[config.mk]
export PLATFORM = sky130hd
export DESIGN_NAME = result_streamer_flat
export DESIGN_NICKNAME = d
export VERILOG_FILES = /design/src/rtl/result_streamer_pkg.sv /design/src/rtl/result_streamer_if.sv /design/src/rtl/result_streamer_stream_fifo.sv /design/src/rtl/result_streamer.sv /design/src/flat_wrapper.sv
export SDC_FILE = /design/constraint.sdc
export NUM_CORES = 1
export LEC_CHECK = 0
export CAP_MARGIN = 20
export CORE_ASPECT_RATIO = 1.4
export CORE_MARGIN = 10
export CORE_UTILIZATION = 50
export DETAILED_ROUTE_END_ITERATION = 16
export PLACE_DENSITY = 0.81
export SYNTH_ARGS = -nofsm -noshare
export SYNTH_HDL_FRONTEND = slang
export SYNTH_SLANG_ARGS = --single-unit
[constraint.sdc]
create_clock -name clk -period 6.9 [get_ports clk]
set_clock_uncertainty 0.05 [all_clocks]
set_input_delay 1.035 -clock clk [delete_from_list [all_inputs] [get_ports clk]]
set_output_delay 1.035 -clock clk [all_outputs]
set_load 0.02 [all_outputs]
[src/rtl/result_streamer_pkg.sv]
// Purpose: shared constants and types for the result streamer and its FIFO.
//   DATA_W     - width of one result word
//   DEPTH      - result words per 4x4 matrix
//   ADDR_W     - result memory address width
//   FIFO_DEPTH - skid FIFO entries; 3 sustains one word per cycle while
//                mem_read depends only on registered state
package result_streamer_pkg;

  localparam int DATA_W     = 32;
  localparam int DEPTH      = 16;
  localparam int ADDR_W     = 4;
  localparam int FIFO_DEPTH = 3;
  localparam int CNT_W      = 2;   // holds 0..FIFO_DEPTH

  typedef enum logic [1:0] {
    IDLE  = 2'd0,
    READ  = 2'd1,
    DRAIN = 2'd2
  } state_t;

  typedef struct packed {
    logic              last;
    logic [ADDR_W-1:0] index;
    logic [DATA_W-1:0] data;
  } beat_t;

endpackage

[src/rtl/result_streamer_if.sv]
// Purpose: groups the result-memory read port and the outgoing result stream.
//   mem_read/mem_addr  - read request to output_memory
//   mem_data           - read data, valid one cycle after mem_read
//   out_valid/out_ready- stream handshake
//   out_data/out_index/out_last - stream payload
// master: the streamer side. slave: memory + downstream consumer side.
interface result_streamer_if;
  import result_streamer_pkg::*;

  logic              mem_read;
  logic [ADDR_W-1:0] mem_addr;
  logic [DATA_W-1:0] mem_data;
  logic              out_valid;
  logic              out_ready;
  logic [DATA_W-1:0] out_data;
  logic [ADDR_W-1:0] out_index;
  logic              out_last;

  modport master (
    output mem_read, mem_addr, out_valid, out_data, out_index, out_last,
    input  mem_data, out_ready
  );

  modport slave (
    input  mem_read, mem_addr, out_valid, out_data, out_index, out_last,
    output mem_data, out_ready
  );

endinterface

[src/rtl/result_streamer_stream_fifo.sv]
// Purpose: small synchronous FIFO of {last, index, data} beats.
//   clk, rst  - clock, asynchronous active-high reset (flushes, zeroes storage)
//   i_push    - write i_data (ignored when full unless popping the same cycle)
//   i_pop     - remove head (ignored when empty)
//   o_head    - current head entry (all zero after reset)
//   o_empty   - no entries held
//   o_count   - number of entries held
module stream_fifo
  import result_streamer_pkg::*;
(
  input  logic             clk,
  input  logic             rst,
  input  logic             i_push,
  input  beat_t            i_data,
  input  logic             i_pop,
  output beat_t            o_head,
  output logic             o_empty,
  output logic [CNT_W-1:0] o_count
);

  beat_t            r_mem [FIFO_DEPTH];
  logic [CNT_W-1:0] r_wr_ptr;
  logic [CNT_W-1:0] r_rd_ptr;
  logic [CNT_W-1:0] r_count;
  logic             w_push_ok;
  logic             w_pop_ok;

  // Pointer advance with wrap at the (non power of two) depth.
  function automatic logic [CNT_W-1:0] ptr_inc(input logic [CNT_W-1:0] p);
    return (p == CNT_W'(FIFO_DEPTH - 1)) ? CNT_W'(0) : p + CNT_W'(1);
  endfunction

  // Qualify push/pop against occupancy.
  always_comb begin
    w_pop_ok  = i_pop && (r_count != CNT_W'(0));
    w_push_ok = i_push && ((r_count != CNT_W'(FIFO_DEPTH)) || w_pop_ok);
  end

  // Storage, pointers and occupancy.
  always_ff @(posedge clk or posedge rst) begin
    if (rst) begin
      for (int i = 0; i < FIFO_DEPTH; i++) begin
        r_mem[i] <= '0;
      end
      r_wr_ptr <= CNT_W'(0);
      r_rd_ptr <= CNT_W'(0);
      r_count  <= CNT_W'(0);
    end else begin
      if (w_push_ok) begin
        r_mem[r_wr_ptr] <= i_data;
        r_wr_ptr        <= ptr_inc(r_wr_ptr);
      end
      if (w_pop_ok) begin
        r_rd_ptr <= ptr_inc(r_rd_ptr);
      end
      case ({w_push_ok, w_pop_ok})
        2'b10:   r_count <= r_count + CNT_W'(1);
        2'b01:   r_count <= r_count - CNT_W'(1);
        default: r_count <= r_count;
      endcase
    end
  end

  assign o_head  = r_mem[r_rd_ptr];
  assign o_empty = (r_count == CNT_W'(0));
  assign o_count = r_count;

endmodule

[src/rtl/result_streamer.sv]
// Purpose: reads the 16 result words of a finished matrix product from
// output_memory in address order and presents them as a valid/ready stream
// with a last marker on address DEPTH-1.
//   clk, rst  - clock, asynchronous active-high reset
//   i_start   - stream one matrix; only honoured while idle
//   o_busy    - a stream is in progress
//   o_done    - one-cycle pulse after the last beat is accepted
//   bus       - memory read port and output stream (master side)
module result_streamer
  import result_streamer_pkg::*;
(
  input  logic                clk,
  input  logic                rst,
  input  logic                i_start,
  output logic                o_busy,
  output logic                o_done,
  result_streamer_if.master   bus
);

  state_t            r_state;
  state_t            w_state_nxt;
  logic [ADDR_W-1:0] r_rd_ptr;
  logic              r_inflight;
  logic [ADDR_W-1:0] r_cap_idx;
  logic              r_done;
  logic              w_done_nxt;
  logic              w_room;
  logic              w_issue;
  logic              w_pop;
  logic              w_empty;
  logic [CNT_W-1:0]  w_count;
  beat_t             w_head;
  beat_t             w_push_beat;

  stream_fifo u_fifo (
    .clk     (clk),
    .rst     (rst),
    .i_push  (r_inflight),
    .i_data  (w_push_beat),
    .i_pop   (w_pop),
    .o_head  (w_head),
    .o_empty (w_empty),
    .o_count (w_count)
  );

  // Issue control and next-state logic. A read is only issued when the word
  // it returns is guaranteed a FIFO slot, counting the word still in flight,
  // so out_ready never reaches mem_read combinationally.
  always_comb begin
    w_state_nxt = r_state;
    w_done_nxt  = 1'b0;
    w_room      = ({1'b0, w_count} + {{CNT_W{1'b0}}, r_inflight}) < (CNT_W + 1)'(FIFO_DEPTH);
    w_issue     = 1'b0;
    w_pop       = (!w_empty) && bus.out_ready;
    case (r_state)
      IDLE: begin
        if (i_start) begin
          w_state_nxt = READ;
        end else begin
          w_state_nxt = IDLE;
        end
      end
      READ: begin
        w_issue = w_room;
        if (w_issue && (r_rd_ptr == ADDR_W'(DEPTH - 1))) begin
          w_state_nxt = DRAIN;
        end else begin
          w_state_nxt = READ;
        end
      end
      DRAIN: begin
        if (w_pop && w_head.last) begin
          w_state_nxt = IDLE;
          w_done_nxt  = 1'b1;
        end else begin
          w_state_nxt = DRAIN;
        end
      end
      default: begin
        w_state_nxt = IDLE;
      end
    endcase
  end

  // State, read pointer, in-flight tracking and done pulse.
  always_ff @(posedge clk or posedge rst) begin
    if (rst) begin
      r_state    <= IDLE;
      r_rd_ptr   <= ADDR_W'(0);
      r_inflight <= 1'b0;
      r_cap_idx  <= ADDR_W'(0);
      r_done     <= 1'b0;
    end else begin
      r_state    <= w_state_nxt;
      r_done     <= w_done_nxt;
      r_inflight <= w_issue;
      if (w_issue) begin
        r_cap_idx <= r_rd_ptr;
      end
      // The pointer parks on the last address instead of wrapping; the next
      // accepted start rewinds it.
      if ((r_state == IDLE) && i_start) begin
        r_rd_ptr <= ADDR_W'(0);
      end else if (w_issue && (r_rd_ptr != ADDR_W'(DEPTH - 1))) begin
        r_rd_ptr <= r_rd_ptr + ADDR_W'(1);
      end
    end
  end

  // Word returned by last cycle's read, tagged with its address.
  always_comb begin
    w_push_beat.data  = bus.mem_data;
    w_push_beat.index = r_cap_idx;
    w_push_beat.last  = (r_cap_idx == ADDR_W'(DEPTH - 1));
  end

  assign bus.mem_read  = w_issue;
  assign bus.mem_addr  = r_rd_ptr;
  assign bus.out_valid = !w_empty;
  assign bus.out_data  = w_head.data;
  assign bus.out_index = w_head.index;
  assign bus.out_last  = w_head.last;
  assign o_busy        = (r_state != IDLE);
  assign o_done        = r_done;

endmodule

[src/flat_wrapper.sv]
// flat-port wrapper written by rule: the top's interface ports become plain ports
module result_streamer_flat import result_streamer_pkg::*;
  (clk, rst, i_start, o_busy, o_done, bus_mem_read, bus_mem_addr, bus_out_valid, bus_out_data, bus_out_index, bus_out_last, bus_mem_data, bus_out_ready);
  result_streamer_if bus_i ();
  input  logic clk;
  input  logic rst;
  input  logic i_start;
  output logic o_busy;
  output logic o_done;
  output wire logic [$bits(bus_i.mem_read)-1:0] bus_mem_read;
  output wire logic [$bits(bus_i.mem_addr)-1:0] bus_mem_addr;
  output wire logic [$bits(bus_i.out_valid)-1:0] bus_out_valid;
  output wire logic [$bits(bus_i.out_data)-1:0] bus_out_data;
  output wire logic [$bits(bus_i.out_index)-1:0] bus_out_index;
  output wire logic [$bits(bus_i.out_last)-1:0] bus_out_last;
  input wire logic [$bits(bus_i.mem_data)-1:0] bus_mem_data;
  input wire logic [$bits(bus_i.out_ready)-1:0] bus_out_ready;
  assign bus_mem_read = bus_i.mem_read;
  assign bus_mem_addr = bus_i.mem_addr;
  assign bus_out_valid = bus_i.out_valid;
  assign bus_out_data = bus_i.out_data;
  assign bus_out_index = bus_i.out_index;
  assign bus_out_last = bus_i.out_last;
  assign bus_i.mem_data = bus_mem_data;
  assign bus_i.out_ready = bus_out_ready;
  result_streamer u_core (.clk(clk), .rst(rst), .i_start(i_start), .o_busy(o_busy), .o_done(o_done), .bus(bus_i));
endmodule
==> impl_metrics.yaml, run 1 <==
clocking:
  hold_buffers: 0
  cts_resized: 0
  root_buffer: "clkbuf_16"
  cts_sinks: 129
  cts_max_level: 4
  clkSlewWorstSetupHoldPaths_ns: 0.06
  cts_tree: "built"
  post_cts.repair.setup_buffers: 0
  insertion_delay_ns: 0.41
  cts_max_path_buffers: 2
  cts-buffers-inserted: 17
placed_design:
  hpwl_mm: 8.421
  dp.cells: 640
  portBuffers: 80
  routabilityCongestion: 0.7743
  dpl_cell_area_um2: 6933
critical_path:
  critical_path_arrival_ns: 2.69
  r2r_slack_ns: 4.70
  required_ns: 5.81
  rr_worst_depth: 3
  timing.rr.start: "u_core.u_fifo.o_count[0]"
  r2r_end: "u_core.u_fifo.r_mem[0]"
  worst-path-max-fanout: 6
  end_kind: "output pin"
  critPathLaunchType: "register"
  worstSetupPathType: "reg2out"
synthesis:
  synthDistinctLibCells: 39
  synth_cells: 434
  syn_nets: 474
  ys_seq_area_share_pct: 52.64
  ys_warn_count: 0
  avgSynthCellArea_um2: 14.13
  async_reset_ff_share_pct: 100.0
  synth_edf_count: 0
  ys_seq_elements: 129
  synth_ff_type: "dfrtp_1"
  netlist_area_um2: 6132
timing:
  drv_slew: 0
  period_share_pct: 54.75
  final-setup-viol-count: 0
  fmax_mhz: 264.7
  grt_setup_unrepaired: "false"
  slew_headroom_pct: 30.93
  holdWs_ns: 0.4533
  tightest_slew_ns: 1.034
  hold_viol_final: 0
  finalSetupTns_ns: 0
  min_period_ns: 3.778
global_routing:
  grt.overflow.total: 0
  grt_pass1_wl_mm: 21.71
  grt_max_degree: 76
  antenna_found_initial: 0
  track_usage_pct: 15.94
  grt_pass1_vias: 4061
cells_and_area:
  mostFrequentLayoutCells: "dfrtp_1 (128), clkdlybuf4s50_1 (80), mux2_4 (68)"
  design_area_um2: 7538
  nNetsFinal: 552
  area_delta_synth_final_pct: 22.93
  seqCellArea_um2: 3229
  final_cells: 671
  multiInputGateArea_um2: 2668
  drive_gt1_share_pct: 30.53
  diodes: 0
  nFillCells: 892
  layout_commonest_cell: "dfrtp_1"
floorplan:
  start_util_pct: 51.37
  rows: 47
  die_h_um: 151.0
  die_w_um: 113.6
  core_um2: 11940
  pin_count: 81
  die_area_um2: 17160
power:
  seqPwrFrac_pct: 39.6
  pwr-share-comb_pct: 14.6
  p_int_w: 0.001469
  power.density_nw_per_um2: 265.1
  pwr-share-clk_pct: 45.8
  p_sw_share_pct: 26.50
  max-vdd-ir-drop_mv: 0.1539
  p_leak_nw: 3.813
  switchingPower_w: 0.0005296
hold_path:
  hold_class: "reg2reg"
  min_to: "u_core.u_fifo.r_mem[70]"
  holdPathStages: 1
  min_from: "u_core.u_fifo.r_mem[70]"
drt:
  vias: 3710
  drc_errors: 0
  wirelength_mm: 13.40
  drt_iter0_drc: 244
  viasPerCell: 5.529
  first_pass_iters: 4
  ant_nets: 0
  wl_per_cell_um: 19.97
job:
  drv_cap: 0
run_status:
  status: "finished clean"
-- how the worst max path moves through the flow --
stage                                   startpoint                     end  cells past startpoint
after floorplan                                rst  u_core.bus.mem_addr[0]                      1
after global placement           u_core.r_inflight            bus_mem_read                      6
after detailed placement  u_core.u_fifo.o_count[0]            bus_mem_read                      6
after CTS                 u_core.u_fifo.o_count[0]            bus_mem_read                      6
after global routing      u_core.u_fifo.o_count[0]            bus_mem_read                      6
final                     u_core.u_fifo.o_count[0]            bus_mem_read                      6
-- cell families after synthesis --
kind of cell,share of synthesized area (%)
and+or+nand+nor,5.284
adders and majority gates,0.8162
buffers and inverters,4.265
xor gates and xnor gates,0.7141
AOI/OAI and AO/OA,4.285
muxes,31.99
DFF,52.64
-- per-layer routing --
layer,wire length (µm),track usage [%],vias up
met4,176,5.725,0
met5,0,0,-
met2,6996,27.73,92
met3,662,4.473,13
met1,5563,18.25,1914
li1,-,-,1691
-- state kept, by name, indices dropped and copies added (netlist names) --
register                flops
u_core.u_fifo.r_mem       111
u_core.bus.mem_addr         4
u_core.r_cap_idx            4
u_core.r_state              2
u_core.u_fifo.o_count       2
u_core.u_fifo.r_rd_ptr      2
u_core.u_fifo.r_wr_ptr      2
u_core.o_done               1
u_core.r_inflight           1
-- Yosys cell counts, drive strengths merged (2+ instances only) --
library cell	number	area [µm²]
xnor2	4	35.03
mux2	116	1562
nand4b	2	30.03
o21ai	37	185.2
and3	2	12.51
ha	4	50.05
a21o	2	15.01
buf	20	224.0
a21bo	2	20.02
nor2b	2	12.51
nand3b	3	35.03
mux2i	40	400.4
inv	5	18.77
nor2	2	7.510
nand2	43	161.4
or2	2	12.51
dfrtp	129	3228
nand3	2	15.01
clkbuf	5	18.77
-- metrics by stage --
stage	power (W)	worst slack [ns]	utilization [%]
after floorplan	0.0009976	2.374	-
after global placement	0.001092	3.627	58.08
after detailed placement	0.001098	3.549	58.08
after CTS	0.002009	3.098	63.15
after global routing	0.002068	2.979	63.15
final	0.001998	3.122	63.15
-- critical path, cell delays in order, from the launching register on --
cell             delay, ns
dfrtp_1               0.47
ha_1                  0.24
ha_1                  0.27
a21oi_1               0.32
nand2_1               0.24
inv_1                 0.12
clkdlybuf4s50_1       0.62
-- area by class of cell --
cell class                 instances  area share (%)
sequential                       129           42.84
multi-input combinational        275           35.39
timing repair buffer              84           11.02
clock buffer                      22           6.290
tap                              147           2.440
clock inverter                     9           1.743
inverter                           5          0.2822
-- power groups by stage --
stage	Combinational (W)	Clock (W)	Sequential, W
5_1_grt	0.000313	0.000960	0.000794
3_3_place_gp	0.000288	0	0.000804
3_5_place_dp	0.000293	0	0.000805
2_1_floorplan	0.000195	0	0.000803
6_report	0.000291	0.000915	0.000792
4_1_cts	0.000293	0.000924	0.000792
Power figures use the tool's default switching activity.
==> run 2, diff against run 1 <==
--- a/config.mk
+++ b/config.mk
@@ -10,7 +10,7 @@
 export CORE_MARGIN = 10
 export CORE_UTILIZATION = 50
 export DETAILED_ROUTE_END_ITERATION = 16
-export PLACE_DENSITY = 0.81
+export PLACE_DENSITY = 0.84
 export SYNTH_ARGS = -nofsm -noshare
 export SYNTH_HDL_FRONTEND = slang
 export SYNTH_SLANG_ARGS = --single-unit
==> constraint.sdc (replaced) <==
create_clock -name clk -period 3.4 [get_ports clk]
set_clock_uncertainty 0.05 [all_clocks]
set_input_delay 0.51 -clock clk [delete_from_list [all_inputs] [get_ports clk]]
set_output_delay 0.51 -clock clk [all_outputs]
set_load 0.02 [all_outputs]
==> run 2 against run 1 <==
Against the previous run:
- critical path depth unchanged
- power up 110%
- clock power up 100%
- register-to-register slack worse by 3.3 ns
- highest routed layer unchanged
- sequential share of layout area down 0.59 points
- final cell count up 1.3%
- first-iteration DRC count down 43%
- largest power group unchanged
- utilization up 0.88 points
- worst setup slack worse by 2.8 ns
==> impl_metrics.yaml, run 2 (synthesis gave the netlist of run 1 again) <==
run_status:
  status: "finished clean"
critical_path:
  timing.rr.start: "u_core.u_fifo.o_count[0]"
  crit_buf_inv: 2
  r2r_end: "u_core.u_fifo.r_mem[41]"
  critPathLaunchType: "register"
  rr_worst_depth: 4
  slowest_delay_ns: 0.61
  critical_path_arrival_ns: 2.56
  worstSetupPathType: "reg2out"
  crit_path_top_delay_cell: "clkdlybuf4s50_1"
  worst-path-max-fanout: 6
  end_kind: "output pin"
  critPathTopFamily: "buffers and inverters"
  required_ns: 2.84
  r2r_slack_ns: 1.38
  crit_path_frequent_cell: "ha_1"
  crit_chain: "ha_1 > ha_1 > a21oi_2 > nand2_1 > inv_1 > clkdlybuf4s50_1"
global_routing:
  grt_pass1_wl_mm: 22.38
  grt_pass1_vias: 4305
  antenna_found_initial: 0
  grt_max_degree: 65
  grt.overflow.total: 0
  track_usage_pct: 16.25
floorplan:
  die_h_um: 151.0
  start_util_pct: 51.37
  pin_count: 81
  core_um2: 11940
  rows: 47
  die_area_um2: 17160
  die_w_um: 113.6
hold_path:
  hold_class: "reg2reg"
  holdPathStages: 1
  min_to: "u_core.u_fifo.r_mem[97]"
  min_from: "u_core.u_fifo.r_mem[97]"
timing:
  tightest_slew_ns: 0.7172
  drv_slew: 0
  hold_viol_final: 0
  finalSetupTns_ns: 0
  min_period_ns: 3.123
  fmax_mhz: 320.2
  period_share_pct: 91.84
  final-setup-viol-count: 0
  slew_headroom_pct: 51.68
  grt_setup_unrepaired: "false"
placed_design:
  hpwl_mm: 8.954
  routabilityCongestion: 0.8008
  portBuffers: 80
cells_and_area:
  top_register: "u_core.u_fifo.r_mem"
  final_util_pct: 64.03
  layout_commonest_cell: "dfrtp_1"
  largest_register_ff_count: 111
  area_delta_synth_final_pct: 24.65
  mostFrequentLayoutCells: "dfrtp_1 (128), clkdlybuf4s50_1 (80), mux2_4 (68)"
  drive_gt1_share_pct: 32.27
  diodes: 0
  nFillCells: 883
  nNetsFinal: 560
drt:
  viasPerCell: 5.499
  vias: 3739
  wirelength_mm: 13.56
  drt_iter0_drc: 140
  drc_errors: 0
  first_pass_iters: 4
  wl_per_cell_um: 19.94
  ant_nets: 0
clocking:
  cts_max_path_buffers: 2
  hold_buffers: 0
  clkSlewWorstSetupHoldPaths_ns: 0.06
  cts_tree: "built"
  cts-buffers-inserted: 17
  cts_sinks: 129
  cts_max_level: 4
  root_buffer: "clkbuf_16"
  insertion_delay_ns: 0.41
power:
  power.density_nw_per_um2: 537.3
  max-vdd-ir-drop_mv: 0.3807
  p_leak_nw: 3.857
job:
  drv_cap: 0
-- run 2: worst register-to-register path, stage by stage (launching register included) --
cell      delay, ns
dfrtp_1        0.47
nand3b_4       0.17
nand4b_4       0.44
buf_4          0.45
mux2_4         0.33
-- run 2: how the worst max path moves through the flow --
stage / startpoint / endpoint / slack (ns) / cells past startpoint
2_1_floorplan: rst / u_core.bus.mem_addr[0] / 1.24 / 1
3_3_place_gp: u_core.u_fifo.o_count[0] / bus_mem_read / 0.64 / 6
3_5_place_dp: u_core.r_inflight / bus_mem_read / 0.61 / 6
4_1_cts: u_core.r_inflight / bus_mem_read / 0.13 / 6
5_1_grt: u_core.r_inflight / bus_mem_read / 0.12 / 6
6_report: u_core.r_inflight / bus_mem_read / 0.28 / 6
-- run 2: area by class of cell --
type	count	area (µm²)	area share, %
sequential	129	3229	42.25
multi-input combinational	275	2671	34.95
timing repair buffer	92	928.4	12.15
clock buffer	17	425.4	5.566
tap	147	183.9	2.406
clock inverter	15	182.7	2.390
inverter	5	22.52	0.2946
-- run 2: routing by layer --
layer	share of wire, %	global-route usage (%)	vias to the layer above
met5	0	0	-
met4	1.9	7.379	0
met3	3.8	3.523	16
met2	53	28.56	78
met1	41	18.37	1940
li1	-	-	1705
-- run 2: stage by stage --
step	total power [W]	cell area, µm²	hold slack (ns)	setup WS, ns	std cells
final	0.004107	7644	0.4537	0.2773	680
after global routing	0.004245	7644	0.4618	0.1170	680
after CTS	0.004139	7640	0.4548	0.1331	680
after detailed placement	0.002274	7032	0.4415	0.6062	648
after global placement	0.002260	7032	0.4365	0.6365	648
after floorplan	0.002025	6136	0.4286	1.245	434
-- run 2: repair_timing --
action                                  in CTS  in global routing
gates resized for setup                      0                  1
endpoints found under the setup margin       0                  1
buffers inserted                             0                  0
-- run 2: power breakdown --
part           total [W]  switching (W)  internal, W
Sequential       0.00164      0.0000762      0.00157
Combinational   0.000604       0.000353     0.000252
Clock            0.00186       0.000701      0.00116
